`config.mk`:
```
export PLATFORM = sky130hd
export DESIGN_NAME = cim_weight_loader_flat
export DESIGN_NICKNAME = d
export VERILOG_FILES = /design/src/rtl/cim_weight_loader_pkg.sv /design/src/rtl/cim_weight_loader_if.sv /design/src/rtl/cim_byte_packer.sv /design/src/rtl/cim_weight_loader.sv /design/src/flat_wrapper.sv
export SDC_FILE = /design/constraint.sdc
export NUM_CORES = 1
export LEC_CHECK = 0
export BUFFER_PORTS_ARGS = -buffer_cell sky130_fd_sc_hd__buf_2
export CAP_MARGIN = 10
export CORE_ASPECT_RATIO = 1.4
export CORE_MARGIN = 2
export CORE_UTILIZATION = 51
export DETAILED_ROUTE_END_ITERATION = 6
export GPL_TIMING_DRIVEN = 0
export PLACE_DENSITY = 0.76
export RECOVER_POWER = 100
export SYNTH_ARGS = -nofsm -noshare
export SYNTH_HDL_FRONTEND = slang
export SYNTH_SLANG_ARGS = --single-unit
```
`constraint.sdc`:
```
create_clock -name clk -period 4.2 [get_ports clk]
set_input_delay 0.42 -clock clk [delete_from_list [all_inputs] [get_ports clk]]
set_output_delay 0.42 -clock clk [all_outputs]
set_load 0.1 [all_outputs]
```
`src/rtl/cim_weight_loader_pkg.sv`:
```
// cim_pkg: shared widths and FSM states for the CIM weight loader
package cim_pkg;
    localparam int DATA_W        = 24;
    localparam int ADDR_W        = 8;
    localparam int BYTE_W        = 8;
    localparam int BYTES_PER_ROW = DATA_W / BYTE_W;
    localparam int LANE_W        = 2;
    typedef enum logic [1:0] {IDLE, PACK, WRITE, DONE} state_t;
endpackage

```
`src/rtl/cim_weight_loader_if.sv`:
```
// cim_weight_loader_if: byte stream in, row write bus out to the array controller
interface cim_weight_loader_if;
    import cim_pkg::*;
    logic [BYTE_W-1:0] in_data;
    logic              in_valid;
    logic              in_ready;
    logic [DATA_W-1:0] D;
    logic [ADDR_W-1:0] WA;
    logic              cima;
    logic              wr_en;
    modport master (output in_data, in_valid, input in_ready, D, WA, cima, wr_en);
    modport slave  (input in_data, in_valid, output in_ready, D, WA, cima, wr_en);
endinterface

```
`src/rtl/cim_byte_packer.sv`:
```
// cim_byte_packer: assembles BYTES_PER_ROW bytes, little-endian by lane, into one row word
module cim_byte_packer
    import cim_pkg::*;
(
    input  logic              clk,
    input  logic              rst_n,
    input  logic              clr,
    input  logic              accept,
    input  logic [BYTE_W-1:0] byte_in,
    output logic [DATA_W-1:0] word,
    output logic              word_full
);
    logic [LANE_W-1:0] lane_q, lane_d;
    logic [DATA_W-1:0] word_q, word_d;
    logic              last;

    always_comb begin
        last   = lane_q == LANE_W'(BYTES_PER_ROW - 1);
        word_d = word_q;
        if (accept) word_d[int'(lane_q)*BYTE_W +: BYTE_W] = byte_in;
        lane_d    = clr ? '0 : accept ? (last ? '0 : lane_q + LANE_W'(1)) : lane_q;
        word_full = accept && last;
        word      = word_d;
    end

    always_ff @(posedge clk or negedge rst_n) begin
        if (!rst_n) begin
            lane_q <= '0;
            word_q <= '0;
        end else begin
            lane_q <= lane_d;
            word_q <= clr ? '0 : word_d;
        end
    end
endmodule

```
`src/rtl/cim_weight_loader.sv`:
```
// cim_weight_loader: packs a weight byte stream into row words and issues one
// registered array write per row over a start/busy/done burst
module cim_weight_loader
    import cim_pkg::*;
(
    input  logic              clk,
    input  logic              rst_n,
    input  logic              start,
    input  logic              abort,
    input  logic [ADDR_W-1:0] base_addr,
    input  logic [ADDR_W:0]   num_rows,
    input  logic              bank_sel,
    cim_weight_loader_if.slave bus,
    output logic              busy,
    output logic              done
);
    state_t            state_q, state_d;
    logic [ADDR_W-1:0] addr_q, addr_d, wa_q, wa_d;
    logic [ADDR_W:0]   rows_q, rows_d;
    logic              bank_q, bank_d, cima_q, cima_d;
    logic [DATA_W-1:0] d_q, d_d, word;
    logic              accept, word_full, in_ready;

    cim_byte_packer u_packer (
        .clk       (clk),
        .rst_n     (rst_n),
        .clr       (state_q != PACK),
        .accept    (accept),
        .byte_in   (bus.in_data),
        .word      (word),
        .word_full (word_full)
    );

    always_comb begin
        state_d  = state_q;
        addr_d   = addr_q;
        rows_d   = rows_q;
        bank_d   = bank_q;
        d_d      = d_q;
        wa_d     = wa_q;
        cima_d   = cima_q;
        in_ready = state_q == PACK && !abort;
        accept   = bus.in_valid && in_ready;
        case (state_q)
            IDLE: if (start) begin
                addr_d  = base_addr;
                rows_d  = num_rows;
                bank_d  = bank_sel;
                state_d = num_rows == '0 ? DONE : PACK;
            end
            PACK: if (word_full) begin
                d_d     = word;
                wa_d    = addr_q;
                cima_d  = bank_q;
                state_d = WRITE;
            end
            WRITE: begin
                addr_d  = addr_q + ADDR_W'(1);
                rows_d  = rows_q - (ADDR_W+1)'(1);
                state_d = rows_q == (ADDR_W+1)'(1) ? DONE : PACK;
            end
            default: state_d = IDLE;
        endcase
        // abort wins over every other transition and drops any partial word
        if (abort && state_q != IDLE) state_d = IDLE;
    end

    always_ff @(posedge clk or negedge rst_n) begin
        if (!rst_n) begin
            state_q <= IDLE;
            addr_q  <= '0;
            rows_q  <= '0;
            bank_q  <= 1'b0;
            d_q     <= '0;
            wa_q    <= '0;
            cima_q  <= 1'b0;
        end else begin
            state_q <= state_d;
            addr_q  <= addr_d;
            rows_q  <= rows_d;
            bank_q  <= bank_d;
            d_q     <= d_d;
            wa_q    <= wa_d;
            cima_q  <= cima_d;
        end
    end

    assign bus.in_ready = in_ready;
    assign bus.D        = d_q;
    assign bus.WA       = wa_q;
    assign bus.cima     = cima_q;
    assign bus.wr_en    = state_q == WRITE;
    assign busy         = state_q != IDLE;
    assign done         = state_q == DONE;
endmodule
```
`src/flat_wrapper.sv`:
```
// flat-port wrapper written by rule: the top's interface ports become plain ports
module cim_weight_loader_flat import cim_pkg::*;
  (clk, rst_n, start, abort, base_addr, num_rows, bank_sel, busy, done, bus_in_data, bus_in_valid, bus_in_ready, bus_D, bus_WA, bus_cima, bus_wr_en);
  cim_weight_loader_if bus_i ();
  input  logic clk;
  input  logic rst_n;
  input  logic start;
  input  logic abort;
  input  logic [ADDR_W-1:0] base_addr;
  input  logic [ADDR_W:0] num_rows;
  input  logic bank_sel;
  output logic busy;
  output logic done;
  input wire logic [$bits(bus_i.in_data)-1:0] bus_in_data;
  input wire logic [$bits(bus_i.in_valid)-1:0] bus_in_valid;
  output wire logic [$bits(bus_i.in_ready)-1:0] bus_in_ready;
  output wire logic [$bits(bus_i.D)-1:0] bus_D;
  output wire logic [$bits(bus_i.WA)-1:0] bus_WA;
  output wire logic [$bits(bus_i.cima)-1:0] bus_cima;
  output wire logic [$bits(bus_i.wr_en)-1:0] bus_wr_en;
  assign bus_i.in_data = bus_in_data;
  assign bus_i.in_valid = bus_in_valid;
  assign bus_in_ready = bus_i.in_ready;
  assign bus_D = bus_i.D;
  assign bus_WA = bus_i.WA;
  assign bus_cima = bus_i.cima;
  assign bus_wr_en = bus_i.wr_en;
  cim_weight_loader u_core (.clk(clk), .rst_n(rst_n), .start(start), .abort(abort), .base_addr(base_addr), .num_rows(num_rows), .bank_sel(bank_sel), .bus(bus_i), .busy(busy), .done(done));
endmodule
```
After elaboration in Yosys (flattened, before gate mapping)
Cells that the tools add are included.
{"block": "classes", "addsub": 4, "mul": 0, "n_div": 0, "magnitude_cmp": 0, "n_eq_ne": 9, "shift": 2, "mux": 16, "n_bitwise": 0, "n_reduce_logical": 14}
{"cell": "2-to-1 mux 24 bit", "count": 2}
{"cell": "negator 5 -> 33 bit", "count": 1}
{"cell": "variable shift 8 x 33 -> 24 bit (first input constant)", "count": 1}
{"cell": "indexed part select 8 x 33 -> 24 bit", "count": 1}
{"cell": "bitwise mux 24 bit", "count": 1}
{"cell": "case mux 9 bit (2 select lines)", "count": 1}
{"cell": "2-to-1 mux 2 bit", "count": 8}
{"cell": "case mux 8 bit (2 select lines)", "count": 1}
{"cell": "== test 9 x 1 -> 1 bit (second input constant)", "count": 1}
{"cell": "logical NOT 9 bit", "count": 1}
{"cell": "2-to-1 mux 9 bit", "count": 1}
{"cell": "subtractor 9 x 1 -> 9 bit (second input constant)", "count": 1}
{"cell": "adder 8 x 1 -> 8 bit (second input constant)", "count": 1}
{"cell": "2-to-1 mux 8 bit", "count": 1}
{"cell": "AND reduction 2 bit", "count": 4}
{"cell": "== test 2 bit (second input constant)", "count": 3}
{"cell": "case mux 2 bit (3 select lines)", "count": 1}
{"cell": "nonzero test 2 bit", "count": 3}
{"cell": "logical AND 1 bit", "count": 4}
{"cell": "!= test 3 x 2 -> 1 bit (second input constant)", "count": 1}
{"cell": "!= test 3 bit (second input constant)", "count": 1}
{"cell": "adder 2 x 1 -> 2 bit (second input constant)", "count": 1}
{"cell": "== test 2 x 1 -> 1 bit (second input constant)", "count": 1}
{"cell": "logical NOT 2 bit", "count": 1}
{"cell": "3 further kinds", "count": 3}
{"block": "word_totals", "reg_bits": 79, "latchBits": 0, "ramBits": 0, "rom_bits": 0, "out_inout_bits": 37, "mem_count": 0}

Logic depth before layout (Yosys ltp)
{"block": "logic_depth", "ltp_word": 7, "depth_mapped": 7}

By module
From an unflattened synthesis, not the netlist that was laid out.
{"block": "hier_totals", "cells_unflattened": 344, "hier_area_um2": 3851.2}
{"module": "cim_weight_loader", "instances": 1, "cells_per_inst": 216, "area_per_inst_um2": 2489.9, "seq_area_each_um2": 1326.3}
{"module": "cim_byte_packer", "instances": 1, "cells_per_inst": 128, "area_per_inst_um2": 1361.3, "seq_area_each_um2": 650.6}

Least setup slack after synthesis
OpenSTA, ideal clock, no wires.
{"block": "synth_timing", "path_kind": "register to output", "from": "reg u_core.state_q[1]", "to": "out bus_in_ready", "t_arrival_ps": 2109, "setup_slack_ps": 1671, "path_stages_with_launch": 6, "n_path_buf": 3, "cell_sequence": "dfrtp_1 > buf_6 > nand2b_4 > buf_6 > clkbuf_1 > nor2_1"}
{"block": "synth_via", "elab_chain_len": 2}
{"element": "start, declared", "line_no": "cim_weight_loader.sv:17", "source": "state_t state_q, state_d;"}
{"element": "start signal, assigned", "line_no": "cim_weight_loader.sv:78", "source": "state_q <= state_d;"}
{"element": "== test 2 x 1 -> 1 bit", "line_no": "cim_weight_loader.sv:42", "source": "in_ready = state_q == PACK && !abort;"}
{"element": "logical AND 1 bit", "line_no": "cim_weight_loader.sv:42"}
{"element": "end, declared", "line_no": "flat_wrapper.sv:16", "source": "output wire logic [$bits(bus_i.in_ready)-1:0] bus_in_ready;"}
Every way passes these cells.

Worst setup path in the final report
{"block": "layout_timing", "from": "reg u_core.state_q[1]", "to": "out bus_wr_en"}
{"block": "layout_via", "elab_chain_len": 1}
{"element": "== test 2 bit", "line_no": "cim_weight_loader.sv:92", "source": "assign bus.wr_en = state_q == WRITE;"}
{"element": "end, declared", "line_no": "flat_wrapper.sv:20", "source": "output wire logic [$bits(bus_i.wr_en)-1:0] bus_wr_en;"}
Every way passes these cells.

==> flow_metrics.env <==
export IMPL_run_status="finished with violations"
export IMPL_violations="capacitance limit, slew limit"
export IMPL_pwr_share_seq_pct=38.5
export IMPL_port_buffers=67
export IMPL_final_hold_violation_count=0
export IMPL_grt_first_pass_wirelength_mm=12.3
export IMPL_ys_seq_area_share_pct=53.8
export IMPL_setup_tns_ns=0
export IMPL_wl_per_cell_um=15.5
export IMPL_firstDrtPassIters=4
export IMPL_post_synth_top_area_cell="dfrtp_1"
export IMPL_ys_ff_latch=71
export IMPL_synth_edf_count=0
export IMPL_register_area_sq_um=1780
export IMPL_synthArstFlopShare_pct=100
export IMPL_grt_setup_unrepaired="no"
export IMPL_core_region_area_sq_um=6250
export IMPL_grt_max_degree=72
export IMPL_cts_tree="yes"
export IMPL_syn_area_sq_um=3300
export IMPL_p_leak_nw=1.79
export IMPL_crit_top_cell="clkbuf_1"
export IMPL_crit_slowest_cell="clkbuf_1"
export IMPL_cts_buffer_depth=2
export IMPL_synth_warnings=0
export IMPL_postCtsHoldBufs=0
export IMPL_maxCapViolations=1
export IMPL_dp_slack_ns=1.79
export IMPL_gp_congestion=0.877
export IMPL_fp_dieArea_sq_um=7140
export IMPL_crit_family="buffers and inverters"
export IMPL_report_power_total_mw=2.37
export IMPL_finalWirelength_mm=7.20
export IMPL_clock_skew_ns=0.00658
export IMPL_relSlewSlack_pct=-14.9
export IMPL_via_per_inst=5.57
export IMPL_pwr_share_clk_pct=22.9
export IMPL_die_h_um=99.2
export IMPL_crit_buf_inv=4
export IMPL_yosysTopAreaCellShare_pct=53.8
export IMPL_finish_net_count=425
export IMPL_synth_flop_cell="dfrtp_1"
export IMPL_syn_avg_cell_area_sq_um=10.7
export IMPL_post_cts_setup_buffers=0
export IMPL_fin_crit_ns=3.24
export IMPL_dpl_cell_count=447
export IMPL_p_switching_mw=1.02
export IMPL_place_hpwl_mm=5.10
export IMPL_crit_required_ns=3.78
export IMPL_grt_usage_pct=22.3
export IMPL_tightest_slew_ns=1.72
export IMPL_intPower_mw=1.35
export IMPL_post_cts_resize_count=0
export IMPL_swShare_pct=43.0
export IMPL_synth_cells=308
export IMPL_period_share_pct=77.1
export IMPL_max_freq_mhz=309
export IMPL_dr_first_iter_drc_count=164
export IMPL_vias=2580
export IMPL_die_w_um=72.0
export IMPL_multi_input_area_sq_um=1390
export IMPL_arrival_ns=2.82
export IMPL_fin_cells=463
export IMPL_detail_route_antenna_nets=0
export IMPL_yosysMostFrequentCell="dfrtp_1"
export IMPL_worstHoldPathType="in -> reg"
export IMPL_synth_area_leaders="dfrtp_1 54%, mux2i_1 4.9%, nand2_1 3.5%, nor2_1 3.5%, mux2_2 3.1%"
export IMPL_critPathKind="reg -> out"
export IMPL_setup_ws_ns=0.960
export IMPL_antenna_found_initial=0
export IMPL_max_stage_delay_ns=0.91
export IMPL_maxSlewViolCount=72
export IMPL_antennaDiodeCount=0
export IMPL_ir_drop_mv=0.431
export IMPL_start_kind="flop"
export IMPL_synthDistinctLibCells=48
export IMPL_area_growth_pct=16.6
export IMPL_setup_viol=0
export IMPL_start_util_pct=52.8
export IMPL_rows=34
export IMPL_drive_gt1_share_pct=17.4
export IMPL_drc=0
export IMPL_grt_pass1_vias=2641
export IMPL_synthTopCellsByCount="71 x dfrtp_1, 31 x nand2_1, 31 x nor2_1"
export IMPL_crit_chain="clkbuf_1, nand2b_1, inv_1, clkbuf_1, clkbuf_1"
export IMPL_cts_max_level=3
export IMPL_insertion_delay_ns=0.35
export IMPL_cts_root_buf="clkbuf_8"
export IMPL_final_util_pct=61.6
export IMPL_boundaryPins=68
export IMPL_combPwrFrac_pct=38.5
export IMPL_grt_overflow=0
export IMPL_p_per_area_nw_per_um2=615
export IMPL_cts_buffers=9
export IMPL_clkTransAtPathRegs_ns=0.07
export IMPL_endpoint_kind="output pin"
export IMPL_synth_nets=347
export IMPL_crit_fanout=10
export IMPL_cts_sinks=71
export IMPL_num_fill_cells=544
[power by group through the flow]
| stage | clock network (mW) | logic (mW) | registers [mW] |
|---|---|---|---|
| 2_1_floorplan | 0 | 0.623 | 1.02 |
| 3_3_place_gp | 0 | 0.928 | 0.914 |
| 3_5_place_dp | 0 | 0.948 | 0.923 |
| 4_1_cts | 0.550 | 0.955 | 0.910 |
| 5_1_grt | 0.589 | 0.996 | 0.929 |
| 6_report | 0.542 | 0.912 | 0.912 |
[layout by cell type, fill, tap and decap left out, types with 3 or more instances in the layout]
cell,synthesis,routed
a211oi_1,5,5
a21oi_1,6,6
a221o_1,4,4
a22o_1,8,8
a31oi_1,3,3
and2_0,0,11
and2_1,15,4
and3b_1,3,3
buf_2,8,31
clkbuf_1,6,50
clkbuf_2,2,3
clkbuf_8,0,9
dfrtp_1,71,71
ha_1,8,8
inv_1,6,6
mux2_2,9,9
mux2i_1,16,16
nand2_1,31,31
nand2b_1,2,3
nand3_1,6,6
nor2_1,31,31
nor3_1,6,6
nor4b_1,4,4
o21ai_0,15,22
o22ai_1,3,3
o311ai_0,3,3
[state kept, by name, indices dropped and copies added, names as in the netlist]
| name | flops |
|---|---|
| u_core.u_packer.word_q | 16 |
| u_core.bus.WA | 8 |
| u_core.u_packer.lane_q | 2 |
| u_core.bus.cima | 1 |
| u_core.bus.D | 24 |
| u_core.addr_q | 8 |
| u_core.rows_q | 9 |
| u_core.bank_q | 1 |
| u_core.state_q | 2 |
[worst min-delay path, stage by stage]
cell and delay, ns:
buf_2 0.08, nand2_1 0.04, nand2_1 0.05
[kinds of logic (layout without fill, tap and decap cells)]
group / Yosys count / in the layout / synth area share [%]
and+or+nand+nor: 115 / 115 / 18.5
DFF: 71 / 71 / 53.8
AOI/OAI and AO/OA: 64 / 64 / 13.0
muxes: 25 / 25 / 7.92
buffers and inverters: 25 / 108 / 3.79
adders and majority gates: 8 / 8 / 3.03
[routing by layer]
metal | vias up | share of wire [%] | global-route usage (%)
li1 | 1241 | - | -
met1 | 1250 | 43 | 27.6
met2 | 77 | 50 | 38.3
met3 | 12 | 4.8 | 5.27
met4 | 0 | 1.7 | 7.11
met5 | - | 0 | 0
[per-stage QoR]
stage | hold WS [ns] | cell area (sq um)
after floorplan | 0.124 | 3300
after CTS | 0.215 | 3930
after global placement | 0.459 | 3730
after global routing | 0.273 | 3850
final | 0.264 | 3850
after detailed placement | 0.467 | 3730
[area by class of cell]
class	count	area share (%)
Multi-Input combinational cell	212	36.0
Clock inverter	7	1.88
Tap cell	72	2.34
Inverter	6	0.585
Clock buffer	9	3.22
Timing Repair Buffer	67	7.51
Sequential cell	71	46.1
Buffer	19	2.27
[final timing paths]
check                                     startpoint               end  slack, ns  depth (start not counted)
max                                u_core.state_q[1]         bus_wr_en       0.96                          5
min in group asynchronous                      rst_n   u_core.bus.D[7]       0.52                          1
min                                         bank_sel     u_core.bank_q       0.26                          3
min reg2reg                            u_core.bank_q     u_core.bank_q       0.49                          2
max reg2reg                u_core.u_packer.lane_q[0]   u_core.bus.D[4]       1.75                          6
max in group asynchronous                      rst_n  u_core.rows_q[7]       2.67                          1
Note: power is estimated with default switching activity, not from simulation.
